==> src/rtl/apb_alu_seq.sv <==
// apb_alu_seq: APB3 slave arithmetic accelerator.
// Operands A/B, CTRL (op, start, ie), STATUS (busy, done W1C, ovf, err),
// RES_LO/RES_HI. Add/sub complete in one cycle; multiply is a sequential
// shift-add taking DW cycles, LSB of B first.
// IRQ: registered level done & ie when APB_ALU_IRQ_EN is defined, else constant 0.
module apb_alu_seq #(
  parameter int DW = 8
) (
  input  logic          PCLK,
  input  logic          PRESET,
  input  logic          PSEL,
  input  logic          PENABLE,
  input  logic          PWRITE,
  input  logic [7:0]    PADDR,
  input  logic [DW-1:0] PWDATA,
  output logic [DW-1:0] PRDATA,
  output logic          PREADY,
  output logic          PSLVERR,
  output logic          IRQ
);

  localparam int CW = $clog2(DW);

  localparam logic [7:0] ADDR_A    = 8'h00;
  localparam logic [7:0] ADDR_B    = 8'h04;
  localparam logic [7:0] ADDR_CTRL = 8'h08;
  localparam logic [7:0] ADDR_STAT = 8'h0C;
  localparam logic [7:0] ADDR_LO   = 8'h10;
  localparam logic [7:0] ADDR_HI   = 8'h14;

  localparam logic [1:0] OP_ADD = 2'd0;
  localparam logic [1:0] OP_SUB = 2'd1;
  localparam logic [1:0] OP_MUL = 2'd2;

  typedef enum logic {
    S_IDLE = 1'b0,
    S_EXEC = 1'b1
  } state_t;

  state_t state, state_nx;

  logic [DW-1:0]   reg_a, reg_b;
  logic [1:0]      op;
  logic            ie;
  logic            done, ovf, err;
  logic [DW-1:0]   res_lo, res_hi;

  // working copies taken at start; w_a doubles as the shifted multiplicand
  logic [1:0]      w_op;
  logic [2*DW-1:0] w_a;
  logic [DW-1:0]   w_b;
  logic [2*DW-1:0] acc;
  logic [CW-1:0]   cnt;

  logic            busy, complete;
  logic            hit_a, hit_b, hit_ctrl, hit_stat, hit_lo, hit_hi, mapped;
  logic            wr, wr_bad, wr_ok, start;
  logic [DW:0]     sum, diff;
  logic [2*DW-1:0] acc_nx;

  assign busy     = (state == S_EXEC);
  assign hit_a    = (PADDR == ADDR_A);
  assign hit_b    = (PADDR == ADDR_B);
  assign hit_ctrl = (PADDR == ADDR_CTRL);
  assign hit_stat = (PADDR == ADDR_STAT);
  assign hit_lo   = (PADDR == ADDR_LO);
  assign hit_hi   = (PADDR == ADDR_HI);
  assign mapped   = hit_a | hit_b | hit_ctrl | hit_stat | hit_lo | hit_hi;

  // rejected writes leave every register untouched
  assign wr      = PSEL & PENABLE & PWRITE;
  assign wr_bad  = ~mapped | hit_lo | hit_hi | (busy & (hit_a | hit_b | hit_ctrl));
  assign wr_ok   = wr & ~wr_bad;
  assign PSLVERR = wr & wr_bad;
  assign PREADY  = 1'b1;
  assign start   = wr_ok & hit_ctrl & PWDATA[4];

  assign sum    = {1'b0, w_a[DW-1:0]} + {1'b0, w_b};
  assign diff   = {1'b0, w_a[DW-1:0]} - {1'b0, w_b};
  assign acc_nx = w_b[0] ? (acc + w_a) : acc;

  // state register
  always_ff @(posedge PCLK or posedge PRESET) begin
    if (PRESET) state <= S_IDLE;
    else        state <= state_nx;
  end

  // next state; multiply stays in EXEC until the last iteration
  always_comb begin
    state_nx = state;
    complete = 1'b0;
    case (state)
      S_IDLE: if (start) state_nx = S_EXEC;
      S_EXEC: begin
        if (w_op != OP_MUL || cnt == '0) begin
          state_nx = S_IDLE;
          complete = 1'b1;
        end
      end
      default: state_nx = S_IDLE;
    endcase
  end

  // register file, working registers and result capture
  always_ff @(posedge PCLK or posedge PRESET) begin
    if (PRESET) begin
      reg_a  <= '0;
      reg_b  <= '0;
      op     <= '0;
      done   <= 1'b0;
      ovf    <= 1'b0;
      err    <= 1'b0;
      res_lo <= '0;
      res_hi <= '0;
      w_op   <= '0;
      w_a    <= '0;
      w_b    <= '0;
      acc    <= '0;
      cnt    <= '0;
    end else begin
      if (wr_ok & hit_a)    reg_a <= PWDATA;
      if (wr_ok & hit_b)    reg_b <= PWDATA;
      if (wr_ok & hit_ctrl) op    <= PWDATA[1:0];
      if (wr_ok & hit_stat & PWDATA[1]) done <= 1'b0;

      if (start) begin
        done <= 1'b0;
        ovf  <= 1'b0;
        err  <= 1'b0;
        w_op <= PWDATA[1:0];
        w_a  <= {{DW{1'b0}}, reg_a};
        w_b  <= reg_b;
        acc  <= '0;
        cnt  <= CW'(DW - 1);
      end

      if (busy && w_op == OP_MUL) begin
        acc <= acc_nx;
        w_a <= w_a << 1;
        w_b <= w_b >> 1;
        cnt <= cnt - 1'b1;
      end

      // placed after the W1C so completion wins on a shared edge
      if (complete) begin
        done <= 1'b1;
        case (w_op)
          OP_ADD: begin
            res_lo <= sum[DW-1:0];
            res_hi <= {{(DW-1){1'b0}}, sum[DW]};
            ovf    <= sum[DW];
          end
          OP_SUB: begin
            res_lo <= diff[DW-1:0];
            res_hi <= {{(DW-1){1'b0}}, diff[DW]};
            ovf    <= diff[DW];
          end
          OP_MUL: begin
            res_lo <= acc_nx[DW-1:0];
            res_hi <= acc_nx[2*DW-1:DW];
            ovf    <= |acc_nx[2*DW-1:DW];
          end
          default: err <= 1'b1;
        endcase
      end
    end
  end

`ifdef APB_ALU_IRQ_EN
  // interrupt enable bit and registered interrupt level
  always_ff @(posedge PCLK or posedge PRESET) begin
    if (PRESET) begin
      ie  <= 1'b0;
      IRQ <= 1'b0;
    end else begin
      if (wr_ok & hit_ctrl) ie <= PWDATA[5];
      IRQ <= done & ie;
    end
  end
`else
  assign ie  = 1'b0;
  assign IRQ = 1'b0;
`endif

  // read mux; unmapped addresses return all ones
  always_comb begin
    PRDATA = '1;
    case (PADDR)
      ADDR_A:    PRDATA = reg_a;
      ADDR_B:    PRDATA = reg_b;
      ADDR_CTRL: begin
        PRDATA      = '0;
        PRDATA[1:0] = op;
        PRDATA[5]   = ie;
      end
      ADDR_STAT: begin
        PRDATA      = '0;
        PRDATA[3:0] = {err, ovf, done, busy};
      end
      ADDR_LO:   PRDATA = res_lo;
      ADDR_HI:   PRDATA = res_hi;
      default:   PRDATA = '1;
    endcase
  end

endmodule

==> config.mk <==
export PLATFORM = sky130hd
export DESIGN_NAME = apb_alu_seq
export DESIGN_NICKNAME = d
export VERILOG_FILES = /design/src/rtl/apb_alu_seq.sv
export SDC_FILE = /design/constraint.sdc
export NUM_CORES = 1
export LEC_CHECK = 0
export ABC_AREA = 1
export CAP_MARGIN = 10
export CORE_UTILIZATION = 35
export DETAILED_ROUTE_END_ITERATION = 10
export PLACE_DENSITY_LB_ADDON = 0.12
export SLEW_MARGIN = 10
export SYNTH_ARGS = -nofsm -noshare
export SYNTH_HDL_FRONTEND = slang
export SYNTH_SLANG_ARGS = --single-unit
==> constraint.sdc <==
create_clock -name PCLK -period 3.8 [get_ports PCLK]
set_clock_uncertainty 0.05 [all_clocks]
set_input_delay 0.76 -clock PCLK [delete_from_list [all_inputs] [get_ports PCLK]]
set_output_delay 0.76 -clock PCLK [all_outputs]
set_load 0.02 [all_outputs]
==> results.py, run 1 <==
metrics = {
    "global_route": {
        "grt_use_met1_pct": 30.28,
        "grt_pass1_wl_mm": 26.85,
        "grt.overflow.total": 0,
        "first_global_vias": 5024,
        "antenna_found_initial": 0,
        "grt_use_met2_pct": 32.63,
        "top_usage_layer": "met2",
        "grt_use_met3_pct": 3.502,
        "grt_max_degree": 84,
        "grt_usage_pct": 21.31,
    },
    "timing": {
        "hold_viol": 0,
        "fin_crit_sh_pct": 97.32,
        "rsz0062_at_grt": "false",
        "worstMarginPinSlew_ps": 514.2,
        "tns_ps": 0,
        "whs_ps": 453.8,
        "relSlewSlack_pct": 65.51,
        "finalSetupViolations": 0,
        "max_freq_mhz": 270.4,
        "slew_viol_final": 0,
        "period_needed_ps": 3698,
    },
    "die": {
        "die_w_um": 130.4,
        "rows": 46,
        "design.core.area_um2": 16000,
        "dieArea_um2": 17010,
        "start_util_pct": 36.08,
        "die_y_um": 130.4,
        "pin_count": 32,
    },
    "cells_and_area": {
        "nets": 915,
        "multiInputGateArea_um2": 3038,
        "drive_above_1_share_pct": 6.868,
        "syn_to_final_growth_pct": 15.95,
        "instances_no_fill": 1075,
        "regArea_um2": 2077,
        "diodes": 0,
        "fill_cells": 1752,
        "utilization_pct": 41.84,
    },
    "worst_setup_path": {
        "critPathTopFamily": "buffers and inverters",
        "cpPeakStageDelay_ps": 650,
        "critPathCaptureType": "output pin",
        "cp_cell_sequence": "clkdlybuf4s50_1 > inv_2 > nor3_4 > nand2_2 > o22ai_1 > a31oi_1 > o2111ai_1 > clkdlybuf4s50_1",
        "reg2reg_setup_slack_ps": 1130,
        "crit_path_start_kind": "primary input",
        "crit_fanout": 8,
        "critical_path_class": "in -> out",
        "critPathSlowestCell": "clkdlybuf4s50_1",
        "timing.rr.start": "w_op[0]$_DFFE_PP0P_",
        "cp.buffers_inverters": 3,
        "cp_common_cell": "clkdlybuf4s50_1",
        "arrival_ps": 2890,
        "cp.required_ps": 2990,
        "cp-startpoint": "PADDR[2]",
    },
    "placement": {
        "portBuffers": 29,
        "hpwl_mm": 13.32,
        "place_congestion": 0.9053,
        "dp_cells": 1059,
    },
    "clocking": {
        "post_cts_resized": 1,
        "cts-root-buf": "clkbuf_16",
        "clk_pin_slew_worst_paths_ps": 60,
        "insertion_delay_ps": 340,
        "cts_sinks": 83,
        "ctsHoldBuffers": 0,
        "numCtsBuffers": 9,
        "cts.path.max_buffers": 2,
        "cts_max_level": 3,
        "cts_tree": "yes",
        "cts_setup_buffers": 0,
    },
    "power_and_ir_drop": {
        "p_per_area_nw_per_um2": 264.6,
        "p_leak_nw": 3.489,
        "ir_drop_mv": 0.1675,
    },
    "run_status": {
        "status": "finished, final reports clean",
    },
    "yosys": {
        "syn_avg_cell_area_um2": 7.058,
        "synth_cells": 818,
        "yosys.area_share.xor_xnor_pct": 1.062,
        "synth_seq_cells": 83,
        "ys_top_cells_by_count": "228 x nand2_1, 144 x inv_1, 83 x dfrtp_1, 76 x o21ai_0, 47 x nand3_1",
        "synth_compound_area_share_pct": 15.82,
        "synth_top_flop_cell": "dfrtp_1",
        "synthMuxAreaShare_pct": 0,
        "ys.warnings.count": 0,
        "synthTopCellsByArea": "dfrtp_1 36%, nand2_1 15%, inv_1 9.4%, ha_1 8.0%, o21ai_0 6.6%",
        "synth_adder_area_share_pct": 9.059,
        "synthSimpleGateAreaFrac_pct": 26.25,
        "post-synth-top-area-cell": "dfrtp_1",
        "synth_top_family_by_area": "simple AND/OR/NAND/NOR gates",
        "syn-num-nets": 879,
        "yosysMostFrequentCell": "nand2_1",
        "seq_area_frac_synth_pct": 35.98,
        "synth_cell_type_count": 39,
        "synth.top_cell.area_share_pct": 35.98,
        "synth_edf_count": 0,
        "synth_area_um2": 5773,
        "synth-async-reset-ratio_pct": 100.0,
    },
    "min_path": {
        "min_path_type": "reg -> reg",
        "hold_start": "res_lo[5]$_DFFE_PP0P_",
    },
    "detailed_routing": {
        "drc_errors": 0,
        "wl_per_cell_um": 15.81,
        "via_count": 5353,
        "ant_nets": 0,
        "drt_iter0_drc": 353,
        "routed_wl_mm": 17.00,
        "via_per_inst": 4.980,
        "drt-pass1-iter-count": 5,
    },
    "run": {
        "drv_cap": 0,
    },
}
[layer usage]
layer  up-vias  wire [µm]
li1       2714          -
met1      2486       8447
met2       127       7464
met3        26        671
met4         0        416
met5         -          0
[final timing paths]
kind                       cells after the start                     to
setup / recovery                               8              PRDATA[2]
hold / removal                                 2  res_lo[5]$_DFFE_PP0P_
hold reg to reg                                2  res_lo[5]$_DFFE_PP0P_
min in group asynchronous                      3    acc[10]$_DFFE_PP0P_
max in group asynchronous                      3     w_b[3]$_DFFE_PP0P_
setup reg to reg                              10  res_lo[3]$_DFFE_PP0P_
[cell type report]
cell class | instances | area share [%]
clock buffer | 11 | 3.626
clock inverter | 5 | 0.4299
inverter | 150 | 8.430
multi-input combinational | 561 | 45.38
sequential | 83 | 31.03
tap | 216 | 4.037
timing repair buffer | 49 | 7.065
[sequential cells by signal, summed over array words and instances, names as in the netlist]
signal  cells
done        1
w_a        16
res_lo      8
busy        1
w_op        2
op          2
res_hi      8
reg_b       8
acc        16
ovf         1
reg_a       8
cnt         3
w_b         8
err         1
[power by group]
group / total [mW] / leakage [nW] / switching, mW / internal [mW]
Combinational: 0.0764 / 2.40 / 0.0439 / 0.0325
Clock: 0.810 / 0.139 / 0.353 / 0.457
Sequential: 0.885 / 0.946 / 0.000390 / 0.884
Total: 1.77 / 3.49 / 0.397 / 1.37
[worst register-to-register path, cell delays in order (launching register included)]
cell      delay, ps
dfrtp_1         390
inv_1            80
ha_1            310
a21oi_1         330
inv_1           110
nor2_1           90
buf_4           270
inv_1           210
nor2_1          130
clkinv_1        320
o221ai_1        290
[metrics by stage]
step	total power [mW]	worst slack, ps	area [µm²]
floorplan	0.9341	709.4	5773
global placement	0.9783	-0.4567	6400
detailed placement	0.9788	-13.44	6400
CTS	1.799	27.71	6676
global route	1.840	10.42	6694
finish	1.771	101.8	6694
[cells by family (layout without fill, tap and decap cells)]
family,after synthesis,after routing
compound gates,164,164
xor+xnor,7,7
fa+ha+maj,40,40
buf+inv,174,215
flops,83,83
other cells,2,2
simple gates,348,348
[cells in the final DEF, fill, tap and decap left out, types with 5 or more instances in the layout]
master | synthesis | final
a21oi_1 | 24 | 24
buf_4 | 4 | 18
clkbuf_16 | 0 | 9
clkdlybuf4s50_1 | 0 | 26
clkinv_2 | 0 | 5
dfrtp_1 | 83 | 83
ha_1 | 37 | 37
inv_1 | 144 | 143
nand2_1 | 228 | 225
nand2_2 | 3 | 6
nand3_1 | 47 | 46
nand4_1 | 9 | 9
nor2_1 | 40 | 40
o21ai_0 | 76 | 76
o21ai_1 | 13 | 13
o22ai_1 | 36 | 36
xnor2_1 | 5 | 5
Note: power is estimated with default switching activity, not from simulation.
==> run 2, diff against run 1 <==
--- a/config.mk
+++ b/config.mk
@@ -7,6 +7,8 @@
 export LEC_CHECK = 0
 export ABC_AREA = 1
 export CAP_MARGIN = 10
+export CELL_PAD_IN_SITES_DETAIL_PLACEMENT = 1
+export CELL_PAD_IN_SITES_GLOBAL_PLACEMENT = 1
 export CORE_UTILIZATION = 35
 export DETAILED_ROUTE_END_ITERATION = 10
 export PLACE_DENSITY_LB_ADDON = 0.12
==> run 2 against run 1 <==
First-iteration DRC count is 14% lower. Hold slack better by 16 ps. Flip-flop and latch count stayed put. Maximum frequency is 0.12% lower. Final area is 0.41% lower. Clock-buffer cell count stayed put. Clock power is 3.0% higher. Cell count is 0.47% lower. Total power is 1.3% higher. Die area stayed put. Combinational power is 2% lower. Largest cell class unchanged.
==> results.py, run 2 (same netlist as run 1, synthesis figures left out) <==
metrics = {
    "clocking": {
        "numCtsBuffers": 9,
        "cts_tree": "yes",
        "cts_sinks": 83,
        "cts.path.max_buffers": 2,
        "cts-root-buf": "clkbuf_16",
        "cts_max_level": 3,
        "clk_pin_slew_worst_paths_ps": 60,
        "cts_setup_buffers": 0,
        "insertion_delay_ps": 340,
    },
    "die": {
        "start_util_pct": 36.08,
        "pin_count": 32,
        "die_w_um": 130.4,
        "rows": 46,
        "dieArea_um2": 17010,
        "design.core.area_um2": 16000,
        "die_y_um": 130.4,
    },
    "detailed_routing": {
        "drt_iter0_drc": 304,
        "wl_per_cell_um": 17.59,
        "via_count": 5436,
        "ant_nets": 0,
        "via_per_inst": 5.080,
        "drt-pass1-iter-count": 4,
        "drc_errors": 0,
        "routed_wl_mm": 18.82,
    },
    "timing": {
        "finalSetupViolations": 0,
        "max_freq_mhz": 270.1,
        "period_needed_ps": 3702,
        "whs_ps": 470.0,
        "rsz0062_at_grt": "true",
        "slew_viol_final": 0,
        "relSlewSlack_pct": 34.16,
        "fin_crit_sh_pct": 97.43,
        "hold_viol": 0,
        "worstMarginPinSlew_ps": 984.1,
    },
    "power_and_ir_drop": {
        "p_leak_nw": 3.454,
        "p_per_area_nw_per_um2": 269.2,
        "ir_drop_mv": 0.1892,
    },
    "cells_and_area": {
        "fill_cells": 2114,
        "nets": 910,
        "final_cell_mix": "226 x nand2_1, 143 x inv_1, 83 x dfrtp_1, 75 x o21ai_0, 47 x nand3_1",
        "drive_above_1_share_pct": 6.323,
        "syn_to_final_growth_pct": 15.47,
        "layout_commonest_cell": "nand2_1",
        "largestRegisters": "acc x16, w_a x16",
        "fin_area_um2": 6666,
        "diodes": 0,
    },
    "placement": {
        "place_area_um2": 6362,
        "place_congestion": 0.8927,
        "portBuffers": 29,
        "hpwl_mm": 14.81,
    },
    "global_route": {
        "grt_max_degree": 51,
        "grt_pass1_wl_mm": 30.41,
        "first_global_vias": 5588,
        "grt_usage_pct": 23.73,
        "grt.overflow.total": 0,
        "antenna_found_initial": 0,
    },
    "worst_setup_path": {
        "cp.required_ps": 2990,
        "arrival_ps": 2890,
        "reg2reg_depth": 14,
        "critPathCaptureType": "output pin",
        "critical_path_class": "in -> out",
        "crit_fanout": 5,
        "crit_path_start_kind": "primary input",
    },
    "min_path": {
        "min_path_cells": 2,
        "min_path_type": "reg -> reg",
    },
    "run": {
        "drv_cap": 0,
    },
    "run_status": {
        "status": "finished, final reports clean",
    },
}
==> run 2: cell count changes in the layout (fill, tap and decap cells not counted), moves of 2 or more <==
cell	change
dlygate4sd2_1	+2
buf_4	-5
dlymetal6s2s_1	+2
clkdlybuf4s50_1	-4
==> run 2: cell type report <==
type                       instances  area [µm²]  share of cell area [%]
clock buffer                      11       252.7                   3.791
clock inverter                     5       27.53                  0.4129
inverter                         150       564.3                   8.465
multi-input combinational        561        3037                   45.55
sequential                        83        2077                   31.16
tap                              216       270.3                   4.054
timing repair buffer              44       437.9                   6.569
==> run 2: through the flow <==
step	power [mW]	cells	TNS (ps)	util, %	setup WS, ps
after floorplan	0.9341	818	0	-	709.4
after global placement	0.9761	1054	0	39.76	60.98
after detailed placement	0.9781	1054	-80.14	39.76	-28.17
after CTS	1.816	1070	0	41.54	23.76
after global routing	1.849	1070	-70.98	41.66	-48.35
final	1.794	1070	0	41.66	97.51
==> run 2: routing by layer <==
metal / vias up / global-route usage (%) / part of all wire [%] / routed length, µm
met5: - / 0 / 0 / 0
met4: 0 / 6.829 / 1.3 / 248
met3: 14 / 2.484 / 3.0 / 565
met2: 79 / 37.83 / 46 / 8606
met1: 2651 / 34.09 / 50 / 9397
li1: 2692 / - / - / -
==> run 2: report_power, final <==
| group | internal (mW) | leakage (nW) | switching (mW) |
|---|---|---|---|
| logic | 0.0297 | 2.37 | 0.0455 |
| registers | 0.884 | 0.946 | 0.000404 |
| clock network | 0.474 | 0.141 | 0.361 |
| total | 1.39 | 3.45 | 0.406 |
==> run 2: worst max-delay path, cell delays in order <==
cell and delay [ps]:
clkdlybuf4s50_1 570, inv_1 130, nor3_1 390, nor2_2 100, nand3_1 170, buf_4 170
nand2_1 50, clkdlybuf4s50_1 550
==> run 2: worst paths after layout <==
kind	endpoint	slack [ps]	startpoint
min reg2reg	res_lo[5]$_DFFE_PP0P_	470	res_lo[5]$_DFFE_PP0P_
max in group asynchronous	w_b[5]$_DFFE_PP0P_	2220	PRESET
max reg2reg	ovf$_DFF_PP0_	1160	w_a[1]$_DFFE_PP0P_
min	res_lo[5]$_DFFE_PP0P_	470	res_lo[5]$_DFFE_PP0P_
min in group asynchronous	acc[12]$_DFFE_PP0P_	770	PRESET
max	PRDATA[0]	100	PADDR[3]
==> run 2: repair_timing <==
action / in CTS / in global routing
setup endpoints to repair: 5 / 7
hold endpoints to repair: 0 / 0
resized for setup: 4 / 8
hold buffers: 0 / 0
